**config.mk**
```make
export PLATFORM = sky130hd
export DESIGN_NAME = hazard_ctrl
export DESIGN_NICKNAME = d
export VERILOG_FILES = /design/src/rtl/hazard_ctrl.sv
export SDC_FILE = /design/constraint.sdc
export NUM_CORES = 1
export LEC_CHECK = 0
export CAP_MARGIN = 20
export CORE_MARGIN = 2
export CORE_UTILIZATION = 24
export DETAILED_ROUTE_END_ITERATION = 8
export MAX_ROUTING_LAYER = met4
export PLACE_DENSITY = 0.77
export SYNTH_ARGS = -nofsm -noshare
export SYNTH_HDL_FRONTEND = slang
export SYNTH_SLANG_ARGS = --single-unit
```
**constraint.sdc**
```tcl
create_clock -name clk -period 1.73 [get_ports clk]
set_input_delay 0.346 -clock clk [delete_from_list [all_inputs] [get_ports clk]]
set_output_delay 0.346 -clock clk [all_outputs]
set_load 0.01 [all_outputs]
```
**src/rtl/hazard_ctrl.sv**
```systemverilog
// Stall/flush sequencing for the 5-stage RV32I pipeline: load-use bubbles, branch flushes and memory-wait stalls with watchdog.
// Optional stall-cycle performance counter enabled by defining HAZARD_PERF_EN.
module hazard_ctrl #(
  parameter int unsigned MEM_TIMEOUT = 255
) (
  input  logic        clk,
  input  logic        rst,
  input  logic [31:0] instr_ID,
  input  logic [31:0] instr_EX,
  input  logic        rd_wren_EX,
  input  logic        br_taken_EX,
  input  logic        mem_req_MEM,
  input  logic        mem_ack,
  output logic        stall_PC,
  output logic        stall_IFID,
  output logic        stall_IDEX,
  output logic        stall_EXMEM,
  output logic        flush_IFID,
  output logic        flush_IDEX,
  output logic        flush_MEMWB,
  output logic        mem_err,
  output logic [31:0] stall_cnt
);

  localparam int CNT_W = $clog2(MEM_TIMEOUT + 1);

  localparam logic [6:0] OPC_LOAD  = 7'b0000011;
  localparam logic [6:0] OPC_LUI   = 7'b0110111;
  localparam logic [6:0] OPC_AUIPC = 7'b0010111;
  localparam logic [6:0] OPC_JAL   = 7'b1101111;
  localparam logic [6:0] OPC_R     = 7'b0110011;
  localparam logic [6:0] OPC_S     = 7'b0100011;
  localparam logic [6:0] OPC_B     = 7'b1100011;

  typedef enum logic {RUN, MEM_WAIT} state_t;

  state_t           state, state_next;
  logic [CNT_W-1:0] wait_cnt;
  logic             mem_err_q;
  logic             timeout;

  logic [6:0] opc_ID, opc_EX;
  logic [4:0] rd_EX, rs1_ID, rs2_ID;
  logic       rs1_used, rs2_used, load_use;

  assign opc_ID = instr_ID[6:0];
  assign opc_EX = instr_EX[6:0];
  assign rd_EX  = instr_EX[11:7];
  assign rs1_ID = instr_ID[19:15];
  assign rs2_ID = instr_ID[24:20];

  assign rs1_used = !(opc_ID == OPC_LUI || opc_ID == OPC_AUIPC || opc_ID == OPC_JAL);
  assign rs2_used = (opc_ID == OPC_R) || (opc_ID == OPC_S) || (opc_ID == OPC_B);

  assign load_use = (opc_EX == OPC_LOAD) && rd_wren_EX && (rd_EX != 5'd0) &&
                    ((rs1_used && (rs1_ID == rd_EX)) || (rs2_used && (rs2_ID == rd_EX)));

  // Timeout fires on the last permitted wait cycle; the abort itself is the following cycle.
  assign timeout = (state == MEM_WAIT) && !mem_ack &&
                   (wait_cnt == CNT_W'(MEM_TIMEOUT - 1));

  logic unused_bits;
  assign unused_bits = ^{instr_ID[31:25], instr_ID[14:7], instr_EX[31:12]};

  always_comb begin
    // NOTE: every output of this block gets a default first so no path leaves one unassigned (no latches).
    state_next  = state;
    stall_PC    = 1'b0;
    stall_IFID  = 1'b0;
    stall_IDEX  = 1'b0;
    stall_EXMEM = 1'b0;
    flush_IFID  = 1'b0;
    flush_IDEX  = 1'b0;
    flush_MEMWB = 1'b0;

    if (rst) begin
      state_next  = RUN;
      flush_IFID  = 1'b1;
      flush_IDEX  = 1'b1;
      flush_MEMWB = 1'b1;
    end else if (mem_err_q) begin
      // Watchdog abort: drop the stuck access and restart the front end.
      state_next  = RUN;
      flush_IFID  = 1'b1;
      flush_IDEX  = 1'b1;
      flush_MEMWB = 1'b1;
    end else if (state == MEM_WAIT && !mem_ack) begin
      stall_PC    = 1'b1;
      stall_IFID  = 1'b1;
      stall_IDEX  = 1'b1;
      stall_EXMEM = 1'b1;
      flush_MEMWB = 1'b1;
      if (timeout) state_next = RUN;
    end else begin
      state_next = RUN;
      if (mem_req_MEM && !mem_ack) begin
        state_next  = MEM_WAIT;
        stall_PC    = 1'b1;
        stall_IFID  = 1'b1;
        stall_IDEX  = 1'b1;
        stall_EXMEM = 1'b1;
        flush_MEMWB = 1'b1;
      end else if (br_taken_EX) begin
        flush_IFID = 1'b1;
        flush_IDEX = 1'b1;
      end else if (load_use) begin
        stall_PC   = 1'b1;
        stall_IFID = 1'b1;
        flush_IDEX = 1'b1;
      end
    end
  end

  // NOTE: sequential state uses non-blocking assignments so all registers update from pre-edge values.
  always_ff @(posedge clk) begin
    if (rst) begin
      state     <= RUN;
      wait_cnt  <= '0;
      mem_err_q <= 1'b0;
    end else begin
      state     <= state_next;
      mem_err_q <= timeout;
      if (state == MEM_WAIT && state_next == MEM_WAIT)
        wait_cnt <= wait_cnt + 1'b1;
      else
        wait_cnt <= '0;
    end
  end

  assign mem_err = mem_err_q;

`ifdef HAZARD_PERF_EN
  logic [31:0] stall_cnt_q;

  always_ff @(posedge clk) begin
    if (rst)
      stall_cnt_q <= '0;
    else if (stall_PC && stall_cnt_q != 32'hFFFF_FFFF)
      stall_cnt_q <= stall_cnt_q + 32'd1;
  end

  assign stall_cnt = stall_cnt_q;
`else
  assign stall_cnt = '0;
`endif

endmodule

```
==> flow_summary_export.csv, run 1 <==
group,metric,value,unit
sta,maxSlewViolCount,0,
sta,rsz0062_at_grt,"true",
synthesis,ys_warn_count,0,
synthesis,ys_ff_latch,10,
cells_and_area,seq_area,200.2,um2
power_and_ir_drop,power.density,506.7,mW/mm2
cells_and_area,final_area,0.001463,mm2
floorplanning,coreArea,0.003661,mm2
cts,clock_latency,0.23,ns
sta,min_period,1.955,ns
detailed_routing,drc,0,
grt,grt_overflow,0,
floorplanning,start_util,0.2505,
cts,htree_levels,1,
placement,dp_cells,209,
placement,place_hpwl,1.779,mm
detailed_routing,drt-total-wl,2.339,mm
detailed_routing,firstDrtPassIters,3,
cts,clkTransAtPathRegs,0.05,ns
grt,grt.met3_usage,0.02896,
floorplanning,die_w,65.82,um
cells_and_area,fill_cells,378,
synthesis,synth_area_per_cell,8.116,um2
floorplanning,io_pins,110,
grt,grt.total_usage,0.1141,
grt,grt_max_degree,9,
detailed_routing,wire_per_inst,10.83,um
cells_and_area,drive_gt1_frac,0.2976,
detailed_routing,num_vias,861,
grt,top_usage_layer,"met2",
cells_and_area,finalNetCount,241,
placement,placed_area,0.001326,mm2
synthesis,seq_area_frac_synth,0.2183,
power_and_ir_drop,p_leak,0.0006645,uW
sta,tns,-0.5925,ns
sta,skew,0.002149,ns
power_and_ir_drop,ir_drop,0.0001887,V
placement,place.gp.congestion,0.7779,
synthesis,synth_cell_types,32,
detailed_routing,drt-initial-drc-count,16,
cts,clkSinkCount,10,
cts,cts_buffer_depth,2,
cts,clockRootBuffer,"clkbuf_8",
grt,grt_use_met1,0.1236,
grt,antenna_found_initial,0,
grt,met2_usage,0.2058,
critical_path,worstSetupPathType,"primary input to output pin",
cells_and_area,fin_cells,216,
placement,numPortBuffers,42,
floorplanning,die_area,0.004332,mm2
hold_path,min_path_type,"primary input to register",
floorplanning,fp.dieH,65.82,um
grt,grt_pass1_wl,3.746,mm
detailed_routing,ant_nets,0,
detailed_routing,routed_via_density,3.986,
cells_and_area,area_growth,59.48,%
cells_and_area,multi_input_area,676.9,um2
synthesis,synth.area.top_cells,"buf_4 28%, dfxtp_1 22%, xnor2_1 7.6%",
cts,cts_buffers,3,
cts,tritoncts,"yes",
cells_and_area,diodes,0,
job,cap_viol_max_count,0,
critical_path,path_max_fanout,2,
grt,first_global_vias,823,
critical_path,arrival,1.61,ns
synthesis,netlist_area,917.1,um2
synthesis,synth_top_area_cell,"buf_4",
outcome,status,"complete, but fails checks",
critical_path,cp.required,1.38,ns
synthesis,synth_top_area_frac,0.2783,
sta,timing.final.hold_violations,0,
outcome,violations,"negative setup slack",
sta,max_freq,0.5114,GHz
critical_path,end_kind,"output pin",
sta,fin_crit_sh,1.130,
sta,finalWorstSetupSlack,-0.2253,ns
cts,hold_buffers,0,
sta,setup_violations,3,
floorplanning,rows,22,
critical_path,start_kind,"primary input",
placement,dp_slack,-0.9161,ns
synthesis,syn_inst,113,
## per-layer routing
metal	routed length (um)	vias to the layer above
met4	13	0
met5	0	-
met2	1172	46
met3	250	2
met1	902	392
li1	-	421
## cell type report
type	instances	share of cell area
clock buffer	4	0.03764
inverter	3	0.007699
multi-input combinational	97	0.4628
sequential	10	0.1369
tap	48	0.04106
timing repair buffer	54	0.3139
## metrics by stage
stage	power (uW)	util	hold slack, ns
final	741.2	0.3995	0.4405
after global routing	785.9	0.3995	0.4611
after CTS	745.0	0.3975	0.4412
after detailed placement	440.1	0.3623	0.4541
after global placement	438.8	0.3623	0.4461
after floorplan	371.8	-	0.4230
## worst paths after layout
check                                 start          end  slack, ns  cells past startpoint
worst max-delay path            instr_ID[2]   stall_IFID      -0.23                      6
worst max register to register  wait_cnt[0]  wait_cnt[7]       0.27                      6
worst min register to register  wait_cnt[0]  wait_cnt[0]       0.46                      1
worst min-delay path                    rst      mem_err       0.44                      2
## cell usage in the layout, fill, tap and decap left out, drive strengths merged, types with 2 or more instances in the layout
master | synthesis | routed
nand3 | 3 | 3
nand2 | 5 | 5
buf | 34 | 24
dfxtp | 10 | 10
ha | 2 | 2
xor2 | 8 | 8
nor3 | 2 | 2
inv | 3 | 3
nor2 | 13 | 13
clkdlybuf4s50 | 0 | 3
nor4 | 2 | 2
a21oi | 4 | 4
dlygate4sd2 | 0 | 23
xnor2 | 8 | 8
clkbuf | 0 | 6
conb | 1 | 32
## cell families (layout without fill, tap and decap cells)
group,after synthesis,count (layout),share of synthesized area
adder cells (fa/ha/maj),2,2,0.02728
XOR/XNOR,16,16,0.1528
AO/OA/AOI/OAI,11,11,0.09004
flip-flops,10,10,0.2183
buffers and inverters,37,61,0.2906
AND/OR/NAND/NOR,36,36,0.2169
other,1,32,0.004089
## worst max-delay path, cell delays in order
cell and delay [ns]:
buf_6 0.09, or3b_4 0.39, nor4_4 0.26, a21oi_2 0.09, a211oi_2 0.25, buf_2 0.17
## state kept, by name (all words and copies together) (netlist names)
signal    count
wait_cnt      8
mem_err       1
state         1
## cell usage after synthesis, drive strengths merged
cell	n
ha	2
nor2	13
and4	1
and2	1
nor4	2
dfxtp	10
and3	1
nand4b	1
o31a	1
o21ba	1
or3	1
o21bai	1
buf	34
inv	3
a21oi	4
nor4b	1
xor2	8
or3b	1
nor4bb	1
or4	1
conb	1
nand4	1
a211oi	1
nand2	5
o211a	1
o21ai	1
xnor2	8
and2b	1
nand3	3
nor3	2
o2111ai	1
## repair_timing
action	4_1_cts	5_1_grt
setup endpoints to repair	7	5
setup buffers	2	1
gates resized for setup	105	6
pin swaps	19	2
## report_power, final
group	switching (uW)	leakage (uW)	internal [uW]	total (uW)
Sequential	0.941	0.0000806	232	233
Clock	91.2	0.0000288	200	291
Combinational	106	0.000555	110	217
Total	199	0.000664	543	741
(Power assumes the default switching activity.)
==> inputs of run 2 (changes only) <==
--- a/config.mk
+++ b/config.mk
@@ -8,9 +8,10 @@
 export CAP_MARGIN = 20
 export CORE_MARGIN = 2
 export CORE_UTILIZATION = 24
+export CTS_CLUSTER_DIAMETER = 100
 export DETAILED_ROUTE_END_ITERATION = 8
 export MAX_ROUTING_LAYER = met4
-export PLACE_DENSITY = 0.77
+export PLACE_DENSITY = 0.79
 export SYNTH_ARGS = -nofsm -noshare
 export SYNTH_HDL_FRONTEND = slang
 export SYNTH_SLANG_ARGS = --single-unit
==> run 2 against run 1 <==
  * The run still ends with negative setup slack left
  * First-iteration DRC count unchanged
  * Flip-flop and latch count stayed put
  * Cell count rose by 1.4%
  * Hold slack better by 0.022 ns
  * Register-to-register slack worse by 0.02 ns
  * Design area is 2.7% higher
  * Sequential power barely moved
  * Routed wire length decreased by 0.21%
  * Total power is essentially flat
  * Critical endpoint is now flush_IDEX
  * Largest cell class unchanged
==> flow_summary_export.csv, run 2 (same netlist as run 1, synthesis figures left out) <==
group,metric,value,unit
sta,maxSlewViolCount,0,
detailed_routing,drc,0,
cells_and_area,final_cell_mix,"32 x conb_1, 14 x buf_4, 13 x dlygate4sd2_1",
grt,grt_max_degree,9,
critical_path,crit_path_start,"instr_EX[11]",
detailed_routing,drt-total-wl,2.334,mm
cts,clkTransAtPathRegs,0.04,ns
cells_and_area,area_growth,63.85,%
floorplanning,fp.dieH,65.82,um
detailed_routing,drt-initial-drc-count,16,
cts,cts_buffers,3,
cts,clockRootBuffer,"clkbuf_8",
critical_path,slowest_stage,"or4_4",
sta,min_period,1.890,ns
power_and_ir_drop,p_leak,0.0006758,uW
cells_and_area,finalNetCount,244,
critical_path,start_kind,"primary input",
critical_path,worstSetupPathType,"primary input to output pin",
sta,timing.final.hold_violations,0,
critical_path,arrival,1.54,ns
cts,htree_levels,1,
cells_and_area,layout_commonest_cell,"conb_1",
cells_and_area,regMostFlops,"wait_cnt",
detailed_routing,wire_per_inst,10.66,um
critical_path,reg2reg_slack,0.25,ns
detailed_routing,num_vias,859,
floorplanning,coreArea,0.003661,mm2
cts,hold_buffers,0,
placement,dp_cells,212,
grt,grt.total_usage,0.1061,
hold_path,min_path_type,"register to register",
cells_and_area,fin_cells,219,
detailed_routing,routed_via_density,3.922,
critical_path,regToRegEndpoint,"wait_cnt[4]",
floorplanning,die_area,0.004332,mm2
cts,clkSinkCount,10,
critical_path,crit_chain,"buf_8 -> or4_4 -> o211a_4 -> a21oi_2 -> a21oi_1 -> buf_2",
critical_path,critPathMaxStageDelay,0.52,ns
placement,place.gp.congestion,0.7351,
critical_path,end_kind,"output pin",
grt,grt_overflow,0,
critical_path,path_max_fanout,2,
placement,numPortBuffers,42,
floorplanning,die_w,65.82,um
grt,first_global_vias,819,
sta,setup_violations,3,
power_and_ir_drop,power,741.3,uW
placement,place_hpwl,1.881,mm
detailed_routing,ant_nets,0,
cts,clock_latency,0.23,ns
cells_and_area,largest_reg_flops,8,
grt,grt_pass1_wl,3.470,mm
job,cap_viol_max_count,0,
sta,max_freq,0.5290,GHz
cells_and_area,finalCoreUtilization,0.4105,
outcome,status,"complete, but fails checks",
floorplanning,io_pins,110,
cts,tritoncts,"yes",
cells_and_area,drive_gt1_frac,0.3450,
critical_path,reg2reg_from,"wait_cnt[0]",
grt,antenna_found_initial,0,
sta,tns,-0.4515,ns
outcome,violations,"negative setup slack",
hold_path,worstHoldStart,"wait_cnt[0]",
detailed_routing,firstDrtPassIters,2,
sta,fin_crit_sh,1.093,
sta,whs,0.4623,ns
sta,rsz0062_at_grt,"true",
floorplanning,rows,22,
sta,finalWorstSetupSlack,-0.1602,ns
cells_and_area,diodes,0,
sta,skew,0.005228,ns
cts,cts_buffer_depth,2,
power_and_ir_drop,power.density,493.3,mW/mm2
critical_path,cp.required,1.38,ns
floorplanning,start_util,0.2505,
critical_path,r2r_cells,6,
critical_path,cp-endpoint,"flush_IDEX",
power_and_ir_drop,ir_drop,0.0002718,V
## run 2: cell types whose count changed in the layout (fill, tap and decap cells not counted), moves of 2 or more
cell	before	now
buf_4	11	14
buf_2	6	8
dlygate4sd2_1	23	13
dlymetal6s2s_1	1	3
clkdlybuf4s50_1	3	1
clkdlybuf4s15_1	1	8
## run 2: worst min-delay path by stage
stage | endpoint | slack, ns | cells past startpoint
after floorplan | mem_err | 0.42 | 1
after global placement | wait_cnt[0] | 0.45 | 1
after detailed placement | wait_cnt[0] | 0.46 | 1
after CTS | wait_cnt[0] | 0.47 | 1
after global routing | wait_cnt[0] | 0.52 | 1
final | wait_cnt[0] | 0.46 | 1
## run 2: metrics by stage
stage               cell area [um2]  worst slack (ns)
floorplan                      1033          -0.07638
global placement               1349           -0.9419
detailed placement             1349           -0.9662
CTS                            1481           -0.2489
global route                   1503           -0.2682
finish                         1503           -0.1602
## run 2: metal layers
layer	routed length [um]	up-vias	part of all wire	GRT usage
met5	0	-	0	-
met3	325	0	0.14	0.04600
met2	1165	51	0.50	0.1957
met1	842	384	0.36	0.1019
met4	0	0	0	0.02344
li1	-	424	-	-
## run 2: cell type report
cell class                 count  area (um2)
fill                         375        2158
multi-input combinational     97       691.9
timing repair buffer          57       484.2
sequential                    10       200.2
tap                           48       60.06
clock buffer                   4       55.05
inverter                       3       11.26
## run 2: power breakdown
| group | switching, uW | internal, uW | total [uW] |
|---|---|---|---|
| clock | 87.9 | 200 | 288 |
| sequential | 0.962 | 232 | 233 |
| combinational | 107 | 113 | 221 |
| total | 196 | 545 | 741 |
## run 2: worst max-delay path, delay by kind of cell
family	cells	cell delay (ns)
AO/OA/AOI/OAI	3	0.43
buffers and inverters	2	0.23
AND/OR/NAND/NOR	1	0.52
## run 2: what timing repair did
| action | CTS | global route |
|---|---|---|
| pin swaps | 19 | 17 |
| cloned | 0 | 0 |
| resized for setup | 108 | 25 |
| setup buffers | 3 | 0 |
| setup endpoints to repair | 7 | 5 |
==> inputs of run 3 (changes only) <==
--- a/config.mk
+++ b/config.mk
@@ -7,11 +7,12 @@
 export LEC_CHECK = 0
 export CAP_MARGIN = 20
 export CORE_MARGIN = 2
-export CORE_UTILIZATION = 24
+export CORE_UTILIZATION = 25
+export CTS_BUF_LIST = sky130_fd_sc_hd__clkbuf_8
 export CTS_CLUSTER_DIAMETER = 100
 export DETAILED_ROUTE_END_ITERATION = 8
 export MAX_ROUTING_LAYER = met4
-export PLACE_DENSITY = 0.79
+export PLACE_DENSITY = 0.82
 export SYNTH_ARGS = -nofsm -noshare
 export SYNTH_HDL_FRONTEND = slang
 export SYNTH_SLANG_ARGS = --single-unit
==> run 3 against run 2 <==
  * First-iteration DRC count shrank 88%
  * Die area shrank 3.7%
  * Via count rose by 1.5%
  * Hold slack better by 0.0042 ns
  * Sequential power hardly changed
  * Highest routed layer is now met4
  * Maximum frequency shrank 1.1%
  * The flow still finishes with violations (negative setup slack)
  * Sequential share of layout area grew 0.53 points
  * Largest cell class unchanged
  * Worst setup slack got worse by 0.020 ns
  * Utilization is 0.97 points lower
  * Routed wire length up 0.56%
==> flow_summary_export.csv, run 3 (same netlist as run 1, synthesis figures left out) <==
group,metric,value,unit
power_and_ir_drop,power.density,472.7,mW/mm2
detailed_routing,route.met3.wl,205,um
floorplanning,start_util,0.2543,
floorplanning,die_area,0.004169,mm2
critical_path,crit_path_start,"instr_EX[9]",
sta,max_freq,0.5234,GHz
detailed_routing,dr_wl_met2,1.119,mm
power_and_ir_drop,swShare,0.2795,
grt,grt.total_usage,0.1077,
power_and_ir_drop,p_sw,190.9,uW
cts,cts_buffer_depth,2,
detailed_routing,highest_layer,"met4",
placement,numPortBuffers,42,
grt,grt_max_degree,9,
grt,grt_pass1_wl,3.305,mm
power_and_ir_drop,ir_drop,0.0003744,V
sta,rsz0062_at_grt,"true",
detailed_routing,firstDrtPassIters,3,
grt,antenna_found_initial,0,
hold_path,min_path_type,"register to register",
cts,clockRootBuffer,"clkbuf_8",
critical_path,path_max_fanout,2,
outcome,status,"complete, but fails checks",
critical_path,cp.required,1.38,ns
detailed_routing,drc,0,
critical_path,reg2reg_from,"wait_cnt[0]",
power_and_ir_drop,clkPwrFrac,0.341,
detailed_routing,num_vias,872,
floorplanning,io_pins,110,
detailed_routing,drt-total-wl,2.347,mm
power_and_ir_drop,internal_power,492.2,uW
power_and_ir_drop,p_leak,0.0006744,uW
cells_and_area,diodes,0,
sta,skew,0.002534,ns
cells_and_area,fin_cells,214,
sta,fin_crit_sh,1.104,
cells_and_area,drive_gt1_frac,0.3133,
cells_and_area,finalCoreUtilization,0.4008,
job,cap_viol_max_count,0,
cts,clock_latency,0.23,ns
critical_path,worstSetupPathType,"primary input to output pin",
cts,clkSinkCount,10,
sta,setup_violations,3,
outcome,violations,"negative setup slack",
floorplanning,coreArea,0.003606,mm2
sta,finalWorstSetupSlack,-0.1807,ns
cells_and_area,layout_commonest_cell,"conb_1",
detailed_routing,ant_nets,0,
detailed_routing,routed_via_density,4.075,
detailed_routing,wire_per_inst,10.97,um
cts,htree_levels,1,
hold_path,worstHoldStart,"wait_cnt[0]",
floorplanning,fp.dieH,64.57,um
critical_path,start_kind,"primary input",
detailed_routing,drt-initial-drc-count,2,
cells_and_area,regMostFlops,"wait_cnt",
critical_path,end_kind,"output pin",
cells_and_area,fill_cells,376,
power_and_ir_drop,p_comb_frac,0.317,
sta,min_period,1.911,ns
cells_and_area,largest_reg_flops,8,
cts,clkTransAtPathRegs,0.04,ns
sta,tns,-0.5266,ns
cells_and_area,final_cell_mix,"32 x conb_1, 14 x dlygate4sd2_1, 10 x nor2_1, 10 x dfxtp_1",
sta,timing.final.hold_violations,0,
grt,grt_overflow,0,
floorplanning,rows,22,
critical_path,arrival,1.56,ns
cts,hold_buffers,0,
placement,dp_cells,208,
cts,cts_buffers,3,
floorplanning,die_w,64.57,um
cells_and_area,area_growth,57.57,%
grt,first_global_vias,742,
cells_and_area,finalNetCount,240,
sta,whs,0.4665,ns
power_and_ir_drop,sequentialPowerShare,0.342,
detailed_routing,wl_met1,929,um
placement,place_hpwl,1.764,mm
placement,place.gp.congestion,0.6893,
sta,maxSlewViolCount,0,
cts,tritoncts,"yes",
## run 3: cell type report
| class | count | area, um2 | area share |
|---|---|---|---|
| timing repair buffer | 53 | 454.2 | 0.3143 |
| clock buffer | 3 | 41.29 | 0.02857 |
| sequential | 10 | 200.2 | 0.1385 |
| inverter | 3 | 11.26 | 0.007792 |
| tap | 48 | 60.06 | 0.04156 |
| multi-input combinational | 97 | 678.2 | 0.4693 |
## run 3: stage by stage
step	instance area, um2	worst slack [ns]	total power (uW)
global route	1445	-0.2090	721.4
detailed placement	1319	-0.8903	438.3
floorplan	1033	-0.07638	371.8
CTS	1419	-0.2476	676.7
global placement	1319	-0.8840	436.7
finish	1445	-0.1807	683.1
## run 3: worst paths after layout
path,to,slack [ns],depth (start not counted)
max,stall_IFID,-0.18,6
max reg2reg,wait_cnt[5],0.26,6
min,wait_cnt[0],0.47,1
min reg2reg,wait_cnt[0],0.47,1
## run 3: per-layer routing
layer	up-vias	track usage
li1	415	-
met1	398	0.1089
met2	51	0.1706
met3	8	0.03993
met4	0	0.07979
met5	-	-
## run 3: repair_timing
action | 4_1_cts | 5_1_grt
setup endpoints to repair | 7 | 6
pin swaps | 20 | 17
buffers inserted | 2 | 1
gates resized for setup | 92 | 28
## run 3: critical path, cell delays in order
cell	delay, ns
buf_6	0.10
or4_1	0.52
o211a_1	0.28
nor2_2	0.13
a211oi_2	0.05
buf_2	0.14
## run 3: power by group through the flow
stage	combinational [uW]	clock [uW]	sequential [uW]
after floorplan	134	0	238
after global placement	199	0	237
after detailed placement	201	0	237
after CTS	204	239	233
after global routing	234	254	233
final	217	233	233
